## src/rtl/edge_detect_bank.sv

```systemverilog
// Bank of independent input channels: synchronise, debounce, detect edges and
// queue mode-qualified edges as events served lowest channel first.
module edge_detect_bank #(
    parameter int CHANNELS    = 8,
    parameter int SYNC_STAGES = 2,
    parameter int DEBOUNCE    = 16,
    localparam int IDXW = (CHANNELS > 1) ? $clog2(CHANNELS) : 1,
    localparam int CNTW = (DEBOUNCE > 1) ? $clog2(DEBOUNCE) : 1
) (
    input  logic                  clock,
    input  logic                  reset,
    input  logic [CHANNELS-1:0]   signal,
    input  logic [2*CHANNELS-1:0] mode,
    input  logic [CHANNELS-1:0]   clear,
    input  logic                  evt_ready,
    output logic [CHANNELS-1:0]   level,
    output logic [CHANNELS-1:0]   rising,
    output logic [CHANNELS-1:0]   falling,
    output logic [CHANNELS-1:0]   pending,
    output logic [CHANNELS-1:0]   overrun,
    output logic                  evt_valid,
    output logic [IDXW-1:0]       evt_channel,
    output logic                  evt_rising
);

    localparam logic [CNTW-1:0] CNT_LAST = CNTW'(DEBOUNCE - 1);

    logic [CHANNELS-1:0] sync_q [SYNC_STAGES];
    logic [CHANNELS-1:0] s;
    logic [CNTW-1:0]     cnt_q  [CHANNELS];
    logic [CHANNELS-1:0] pol_q;
    logic [CHANNELS-1:0] mode_rise;
    logic [CHANNELS-1:0] mode_fall;
    logic [CHANNELS-1:0] qual;
    logic [CHANNELS-1:0] ack;

    always_ff @(posedge clock or posedge reset) begin
        if (reset) begin
            for (int k = 0; k < SYNC_STAGES; k++) sync_q[k] <= '0;
        end else begin
            sync_q[0] <= signal;
            for (int k = 1; k < SYNC_STAGES; k++) sync_q[k] <= sync_q[k-1];
        end
    end

    assign s = sync_q[SYNC_STAGES-1];

    // The counter tracks how long s has disagreed with level; any agreeing
    // sample restarts it, so short glitches never reach the accept point.
    always_ff @(posedge clock or posedge reset) begin
        if (reset) begin
            for (int i = 0; i < CHANNELS; i++) cnt_q[i] <= '0;
            level   <= '0;
            rising  <= '0;
            falling <= '0;
        end else begin
            rising  <= '0;
            falling <= '0;
            for (int i = 0; i < CHANNELS; i++) begin
                if (s[i] == level[i]) begin
                    cnt_q[i] <= '0;
                end else if (cnt_q[i] == CNT_LAST) begin
                    cnt_q[i]   <= '0;
                    level[i]   <= s[i];
                    rising[i]  <= s[i];
                    falling[i] <= ~s[i];
                end else begin
                    cnt_q[i] <= cnt_q[i] + 1'b1;
                end
            end
        end
    end

    always_comb begin
        mode_rise = '0;
        mode_fall = '0;
        for (int i = 0; i < CHANNELS; i++) begin
            mode_rise[i] = mode[2*i];
            mode_fall[i] = mode[2*i+1];
        end
    end

    assign qual = (rising & mode_rise) | (falling & mode_fall);

    // Lowest-index pending channel is presented; scanning downward lets the
    // last assignment (the lowest index) win.
    always_comb begin
        evt_valid   = |pending;
        evt_channel = '0;
        evt_rising  = 1'b0;
        for (int i = CHANNELS - 1; i >= 0; i--) begin
            if (pending[i]) begin
                evt_channel = IDXW'(i);
                evt_rising  = pol_q[i];
            end
        end
    end

    // Handshake: an event transfers on a clock edge where evt_valid and
    // evt_ready are both high; evt_ready while evt_valid is low is ignored.
    always_comb begin
        ack = '0;
        for (int i = 0; i < CHANNELS; i++)
            ack[i] = evt_valid & evt_ready & (evt_channel == IDXW'(i));
    end

    // A new qualified edge beats a same-cycle clear or acknowledge, and in
    // that case is not counted as an overrun.
    always_ff @(posedge clock or posedge reset) begin
        if (reset) begin
            pending <= '0;
            overrun <= '0;
            pol_q   <= '0;
        end else begin
            pending <= (pending & ~(clear | ack)) | qual;
            overrun <= (overrun & ~clear) | (qual & pending & ~clear & ~ack);
            pol_q   <= (pol_q & ~qual) | (qual & rising);
        end
    end

endmodule

```

## config.mk

```make
export PLATFORM = sky130hd
export DESIGN_NAME = edge_detect_bank
export DESIGN_NICKNAME = d
export VERILOG_FILES = /design/src/rtl/edge_detect_bank.sv
export SDC_FILE = /design/constraint.sdc
export NUM_CORES = 1
export LEC_CHECK = 0
export BUFFER_PORTS_ARGS = -buffer_cell sky130_fd_sc_hd__buf_4
export CAP_MARGIN = 20
export CORE_ASPECT_RATIO = 2
export CORE_UTILIZATION = 49
export CTS_CLUSTER_SIZE = 16
export DETAILED_ROUTE_END_ITERATION = 10
export PLACE_DENSITY_LB_ADDON = 0.12
export SYNTH_ARGS = -nofsm -noshare
export SYNTH_HDL_FRONTEND = slang
export SYNTH_SLANG_ARGS = --single-unit
export TNS_END_PERCENT = 30
```

## constraint.sdc

```tcl
create_clock -name clock -period 2.7 [get_ports clock]
set_input_delay 0.405 -clock clock [delete_from_list [all_inputs] [get_ports clock]]
set_output_delay 0.405 -clock clock [all_outputs]
set_load 0.005 [all_outputs]
```

==> results.yml, run 1 <==
critical_path:
  critPathKind: "register to primary output"
  end_kind: "primary output"
  required_ns: 2.30
  reg2reg_from: "pending[0]"
  critical_path.max_fanout: 9
  cp-startpoint: "pending[4]"
  cp.arrival_ns: 1.68
  cp-start-kind: "register"
  reg2reg_depth: 4
placement:
  dp_hpwl_um: 5469
  port_buffers: 79
  place.gp.congestion: 0.7905
  post_dp_cell_area_um2: 4573
global_route:
  antenna_found_initial: 0
  grt_max_degree: 67
  grt_pass1_wl_um: 12360
  overflow: 0
  grt_pass1_vias: 2656
  grt_use_total_pct: 20.06
cells_and_area:
  finalInstanceArea_um2: 4845
  final_nets: 448
  n_antenna_cell: 0
  fillers: 630
  utilization_pct: 63.74
  drive_gt1_share_pct: 27.32
  syn2layout_area_growth_pct: 25.88
detailed_routing:
  drtIter0Drc: 138
  dr_total_vias: 2677
  wl_um: 7510
  ant_nets: 0
  drc_errors: 0
  wl_per_cell_um: 14.90
  via_per_inst: 5.312
  dr.pass1.iters: 4
min_path:
  hold_path.class: "input port to asynchronous set/reset pin"
clocking:
  tritoncts: "done"
  cts_root_buffer: "clkbuf_16"
  clk_path_buf_depth: 2
  cts_made_buffers: 9
  h-tree-depth: 3
  cts.sink_count: 96
  post-cts-setup-buffer-count: 0
  clk_pin_slew_worst_paths_ns: 0.07
  ctsResizeCount: 0
  clk_latency_ns: 0.34
  holdBufCountCts: 0
pwr:
  p_clk_share_pct: 40.9
  pwr-share-comb_pct: 5.4
  power.internal_mw: 2.180
  power_switching_mw: 0.6484
  vdd_drop_max_mv: 0.3585
  power_density_nw_per_um2: 583.9
  p_total_mw: 2.829
  sw_frac_of_total_pct: 22.92
  leakagePower_nw: 2.331
  p_seq_share_pct: 53.7
timing:
  drv_slew: 0
  relSlewSlack_pct: 53.90
  fin_skew_ns: 0.007754
  final_hold_viol_count: 0
  tightest_slew_ns: 0.6900
  rsz0062_at_grt: "no"
  setup_viol: 0
  fin_crit_ns: 2.089
  max_freq_mhz: 478.7
  fin_tns_setup_ns: 0
  fin_crit_sh_pct: 77.37
logic_synthesis:
  synth-compound-area-share_pct: 12.48
  netlist_top_cells_area: "dfrtp_1 62%, nor3b_1 3.9%, xnor2_1 3.6%, nand2_1 2.9%, ha_1 2.6%"
  syn_area_um2: 3849
  syn_inst: 316
  synth_top_family_by_area: "simple AND/OR/NAND/NOR gates"
  yosysSeqAreaShare_pct: 62.42
  synth.distinct_cells: 37
  muxShareOfSynthArea_pct: 2.341
  netlist.area_leader.share_pct: 62.42
  ys_ff_latch: 96
  synth-xor-area-share_pct: 3.641
  syn_avg_cell_area_um2: 12.18
  yosys.area.top_type: "dfrtp_1"
  synth_nets: 359
  synth-simple-area-share_pct: 14.99
  ys_warn_count: 0
  synthAdderAreaFrac_pct: 2.601
die:
  io_pins: 80
  core_um2: 7601
  die_area_um2: 8234
  die-height_um: 127.3
  initial_core_util_pct: 50.63
  die_width_um: 64.67
  fp-row-count: 45
flow_run:
  drv_cap: 0
status:
  outcome: "complete, no violations"
## layout by cell type, fill, tap and decap left out, drive strengths merged, types with 10 or more instances in the layout
cell	count
nor3b	20
xnor2	16
buf	80
dfrtp	96
nor2b	11
nor2	19
inv	13
nand3	10
nand2	31
a21oi	13
## registers in the layout, indices dropped and copies added (netlist names), named ones only
register	flops
sync_q	8
rising	8
pending	8
s	8
falling	8
overrun	8
cnt_q	32
level	8
## power groups by stage
stage | logic, mW | registers (mW) | clock network [mW]
after CTS | 0.158 | 1.52 | 1.19
final | 0.154 | 1.52 | 1.16
after floorplan | 0.0903 | 1.54 | 0
after detailed placement | 0.157 | 1.55 | 0
after global placement | 0.152 | 1.54 | 0
after global routing | 0.177 | 1.52 | 1.24
## cell usage after synthesis, drive strengths merged
library cell and number:
dfrtp 96, nand2 31, nor3b 20, nor2 19
xnor2 16, a21oi 13, inv 13, nor2b 11
nand3 10, a31oi 9, o21ai 9, a22o 8
a311oi 8, ha 8, mux2 8, nand2b 8
o21bai 5, a21o 4, nand4b 4, a21boi 2
a22oi 2, nor4 2, o211ai 2, o22ai 2
a221oi 1, buf 1, clkbuf 1, o2111ai 1
o21a 1, o311ai 1
## critical path, stage by stage (launching register included)
cell and delay (ns):
dfrtp_1 0.52, inv_2 0.09, a221oi_2 0.33, nor2_1 0.08
o21a_1 0.20, buf_4 0.14
## final timing paths
kind	to	slack, ns
min	rising[3]	0.17
max in group asynchronous	s[6]	1.81
min reg2reg	s[6]	0.35
max reg2reg	overrun[7]	1.28
min in group clock	sync_q[15]	0.17
max	evt_channel[0]	0.61
## cell families (layout without fill, tap and decap cells)
logic type,after synthesis,after routing
compound gates,68,68
fa+ha+maj,8,8
flops,96,96
mux,8,8
xor+xnor,16,16
buf+inv,15,109
simple gates,105,105
## cell type report
cell class	instances	area, um2	share of cell area [%]
Clock buffer	9	225.2	4.649
Clock inverter	7	46.29	0.9556
Inverter	13	52.55	1.085
Tap cell	94	117.6	2.428
Timing Repair Buffer	80	613.1	12.65
Multi-Input combinational cell	205	1388	28.64
Sequential cell	96	2402	49.59
## metrics by stage
step | hold WS (ns) | setup WS (ns) | std cells
after floorplan | 0.3312 | 1.161 | 316
final | 0.1667 | 0.6109 | 504
after CTS | 0.1543 | 0.5889 | 504
after global routing | 0.1533 | 0.5308 | 504
after global placement | 0.3314 | 1.001 | 488
after detailed placement | 0.3347 | 0.9673 | 488
## metal layers
layer	up-vias	GRT usage, %	wire length [um]
li1	1303	-	-
met1	1297	23.49	3025
met2	67	34.30	4018
met3	10	4.732	323
met4	0	9.020	142
met5	-	0	0
(Power assumes the default switching activity.)
==> run 2, diff against run 1 <==
CORE_UTILIZATION = 54   (was 49)
clock period = 2.1 ns   (was 2.7 ns; I/O delays follow)
==> run 2 against run 1 <==
Sequential power is 28% higher. Utilization is 6.7 points higher. Sequential share of layout area is 0.077 points lower. Flip-flop and latch count stayed put. Non-clock buffer count is 1 higher. Die area is 9.0% lower. Clock skew is 0.00054 ns lower. Routed wire length is 3.2% lower. Total power is 27% higher. Clock power is 22% higher. Highest routed layer unchanged.
==> results.yml, run 2 (synthesis results as in run 1) <==
status:
  outcome: "complete, no violations"
clocking:
  ctsResizeCount: 0
  post-cts-setup-buffer-count: 0
  h-tree-depth: 3
  cts_made_buffers: 9
  cts.sink_count: 96
  holdBufCountCts: 0
  cts_root_buffer: "clkbuf_16"
  clk_latency_ns: 0.34
  tritoncts: "done"
  clk_path_buf_depth: 2
  clk_pin_slew_worst_paths_ns: 0.06
placement:
  port_buffers: 79
  placed_cells: 485
  dp_hpwl_um: 5595
  post_dp_cell_area_um2: 4588
  place.gp.congestion: 0.7329
  dp_worst_setup_slack_ns: 0.4975
timing:
  max_freq_mhz: 509.5
  rsz0062_at_grt: "no"
  setup_viol: 0
  fin_tns_setup_ns: 0
  fin_skew_ns: 0.007216
  setup_ws_ns: 0.1371
  final_hold_viol_count: 0
  tightest_slew_ns: 0.5324
  fin_crit_ns: 1.963
  fin_crit_sh_pct: 93.47
  finalHoldWorstSlack_ns: 0.02623
  relSlewSlack_pct: 64.43
  drv_slew: 0
global_route:
  grt_pass1_vias: 2739
  antenna_found_initial: 0
  overflow: 0
  grt_use_total_pct: 22.31
  grt_pass1_wl_um: 12030
  grt_max_degree: 45
cells_and_area:
  largest_register_ffs: 32
  regMostFlops: "cnt_q"
  drive_gt1_share_pct: 27.49
  final_nets: 449
  syn2layout_area_growth_pct: 26.07
  final_common_cell: "dfrtp_1"
  final_cell_mix: "96 x dfrtp_1, 79 x buf_4, 30 x nand2_1"
  stdcell_count: 501
  fillers: 534
  n_antenna_cell: 0
  finalInstanceArea_um2: 4852
critical_path:
  reg2reg_from: "pending[0]"
  critical_path.max_fanout: 9
  cp.arrival_ns: 1.65
  end_kind: "primary output"
  cp-startpoint: "pending[4]"
  cp_cell_sequence: "inv_2, a221oi_2, nor2_1, o21a_1, buf_4"
  crit_slowest_cell: "dfrtp_1"
  critPathMaxStageDelay_ns: 0.51
  required_ns: 1.78
  path_delay_family: "flip-flops"
  cp-start-kind: "register"
  critPathKind: "register to primary output"
  cp_num_buf_inv: 2
die:
  die_width_um: 61.70
  initial_core_util_pct: 55.89
  fp-row-count: 43
  die_area_um2: 7489
  die-height_um: 121.4
  io_pins: 80
  core_um2: 6887
detailed_routing:
  drc_errors: 0
  via_per_inst: 5.433
  dr_total_vias: 2722
  wl_um: 7270
  dr.pass1.iters: 4
  ant_nets: 0
  wl_per_cell_um: 14.51
  drtIter0Drc: 108
pwr:
  leakagePower_nw: 2.351
  power_density_nw_per_um2: 737.5
  vdd_drop_max_mv: 0.7132
flow_run:
  drv_cap: 0
min_path:
  hold_path.class: "input port to asynchronous set/reset pin"
[run 2: changes by cell type in the layout (fill, tap and decap cells not counted), sizes merged]
cell,previous run,this run
clkinv,3,7
inv,13,12
clkinvlp,4,1
buf,80,81
[run 2: worst paths after layout]
path,end,slack [ns],cells after the start
hold reg to reg,s[2],0.35,0
hold / removal,sync_q[9],0.03,2
max in group asynchronous,falling[7],1.48,3
setup reg to reg,overrun[7],0.64,4
setup / recovery,evt_channel[0],0.14,5
min in group clock,sync_q[12],0.08,1
[run 2: report_power, final]
group          switching (mW)  internal [mW]
clock                   0.633          0.790
combinational          0.0965          0.105
sequential             0.0509           1.90
total                   0.780           2.80
[run 2: worst reg2reg max path: stages (launching register included)]
cell and delay (ns):
dfrtp_1 0.48, nor4_4 0.44, nand3_2 0.17, o21ai_2 0.16
o22ai_1 0.08
[run 2: through the flow]
stage / total power, mW / utilization, %
final: 3.578 / 70.46
after global routing: 3.738 / 70.46
after CTS: 3.623 / 70.46
after detailed placement: 2.193 / 66.62
after global placement: 2.181 / 66.62
after floorplan: 2.091 / -
[run 2: cell type report]
type | count | area [um2] | area share [%]
inverters | 13 | 52.55 | 1.083
well taps | 90 | 112.6 | 2.321
repair buffers | 81 | 633.1 | 13.05
clock buffers | 9 | 225.2 | 4.642
clock inverters | 7 | 38.79 | 0.7994
multi-input cells | 205 | 1388 | 28.60
flip-flops and latches | 96 | 2402 | 49.51
[run 2: metal layers]
layer	share of wire, %	global-route usage, %	up-vias
met4	1.7	9.861	0
met2	55	37.16	62
met5	0	0	-
met1	39	25.68	1348
li1	-	-	1303
met3	4.9	6.290	9
==> run 3, diff against run 2 <==
BUFFER_PORTS_ARGS = not set   (was -buffer_cell sky130_fd_sc_hd__buf_4)
CORE_UTILIZATION = 60   (was 54)
DONT_BUFFER_PORTS = 1   (was not set)
==> run 3 against run 2 <==
Worst hold slack better by 0.0050 ns. Flip-flop and latch count unchanged. Register-to-register slack about the same. Sequential share of layout area grew 6.0 points. Clock power is 7% higher. Non-clock buffer count decreased by 71. Die area down 9.8%.
==> results.yml, run 3 (synthesis results as in run 1) <==
cells_and_area:
  fillers: 468
  regArea_um2: 2402
  syn2layout_area_growth_pct: 12.52
  n_antenna_cell: 0
  final_cell_mix: "96 x dfrtp_1, 30 x nand2_1, 20 x nor3b_1"
  final_common_cell: "dfrtp_1"
  largest_register_ffs: 32
  regMostFlops: "cnt_q"
  stdcell_count: 424
  final_nets: 378
  drive_gt1_share_pct: 7.988
  multi_input_area_um2: 1388
pwr:
  leakagePower_nw: 1.962
  p_total_mw: 3.628
  vdd_drop_max_mv: 0.7711
  power_density_nw_per_um2: 837.9
die:
  fp-row-count: 41
  io_pins: 80
  die-height_um: 115.3
  core_um2: 6259
  die_width_um: 58.63
  die_area_um2: 6758
  initial_core_util_pct: 61.50
timing:
  drv_slew: 0
  fin_tns_setup_ns: 0
  rsz0062_at_grt: "no"
  fin_crit_ns: 1.896
  max_freq_mhz: 527.5
  setup_viol: 0
  final_hold_viol_count: 0
  tightest_slew_ns: 0.4136
  fin_skew_ns: 0.005824
  relSlewSlack_pct: 72.43
  fin_crit_sh_pct: 90.27
clocking:
  cts_made_buffers: 9
  cts.sink_count: 96
  cts_root_buffer: "clkbuf_16"
  tritoncts: "done"
  clk_path_buf_depth: 2
  clk_latency_ns: 0.34
  post-cts-setup-buffer-count: 0
  h-tree-depth: 3
  clk_pin_slew_worst_paths_ns: 0.06
critical_path:
  end_kind: "primary output"
  cp-start-kind: "register"
  cp.arrival_ns: 1.58
  critPathKind: "register to primary output"
  critical_path.max_fanout: 9
  required_ns: 1.78
global_route:
  overflow: 0
  grt_pass1_wl_um: 11230
  grt_use_total_pct: 23.13
  antenna_found_initial: 0
  grt_max_degree: 82
  grt_pass1_vias: 2515
min_path:
  hold_path.class: "input port to register"
status:
  outcome: "complete, no violations"
placement:
  port_buffers: 0
  placed_cells: 401
  dp_hpwl_um: 5049
  place.gp.congestion: 0.7215
detailed_routing:
  drc_errors: 0
  ant_nets: 0
  dr_total_vias: 2442
  wl_um: 6938
  wl_per_cell_um: 16.36
  dr.pass1.iters: 6
  via_per_inst: 5.759
  drtIter0Drc: 67
flow_run:
  drv_cap: 0
[run 3: worst paths after layout]
| path | slack (ns) | end | startpoint | depth (start not counted) |
|---|---|---|---|---|
| max in group asynchronous | 0.97 | sync_q[14] | reset | 3 |
| max reg2reg | 0.64 | overrun[6] | pending[0] | 4 |
| max | 0.20 | evt_channel[0] | pending[4] | 4 |
| min reg2reg | 0.35 | s[0] | sync_q[8] | 0 |
| min in group asynchronous | 0.43 | rising[0] | reset | 2 |
| min | 0.03 | overrun[5] | clear[5] | 1 |
[run 3: metal layers]
metal	share of wire, %	vias to the layer above	track usage (%)
met5	0	-	0
met1	37	1169	24.32
met3	6.5	19	6.187
met2	52	85	39.00
met4	4.3	0	16.35
li1	-	1169	-
[run 3: what timing repair did]
item | in CTS | in global routing
hold endpoints to repair | 23 | 0
hold buffers | 9 | 0
gates resized for setup | 0 | 0
[run 3: cell type report]
class | count | share of cell area (%)
Clock buffer | 13 | 5.548
Timing Repair Buffer | 10 | 2.543
Sequential cell | 96 | 55.48
Multi-Input combinational cell | 205 | 32.04
Clock inverter | 1 | 0.6934
Tap cell | 86 | 2.485
Inverter | 13 | 1.214
[run 3: stage by stage]
| stage | hold slack, ns | area [um2] | utilization [%] | worst slack (ns) |
|---|---|---|---|---|
| after floorplan | 0.3312 | 3852 | - | 0.6513 |
| after global placement | 0.1792 | 3970 | 63.43 | 0.5773 |
| after detailed placement | 0.1846 | 3970 | 63.43 | 0.5556 |
| after CTS | 0.01874 | 4330 | 69.19 | 0.1841 |
| after global routing | 0.01704 | 4330 | 69.19 | 0.1251 |
| final | 0.03123 | 4330 | 69.19 | 0.2043 |
[run 3: where the power goes]
| part | leakage [nW] | internal [mW] | total (mW) | switching, mW |
|---|---|---|---|---|
| clock network | 0.130 | 0.911 | 1.52 | 0.607 |
| registers | 1.28 | 1.90 | 1.96 | 0.0517 |
| logic | 0.548 | 0.0732 | 0.155 | 0.0819 |
| total | 1.96 | 2.89 | 3.63 | 0.741 |
[run 3: worst max-delay path, cell delays in order (launching register included)]
cell and delay [ns]:
dfrtp_1 0.53, inv_2 0.08, a221oi_2 0.36, nor2_1 0.08, o21a_1 0.19
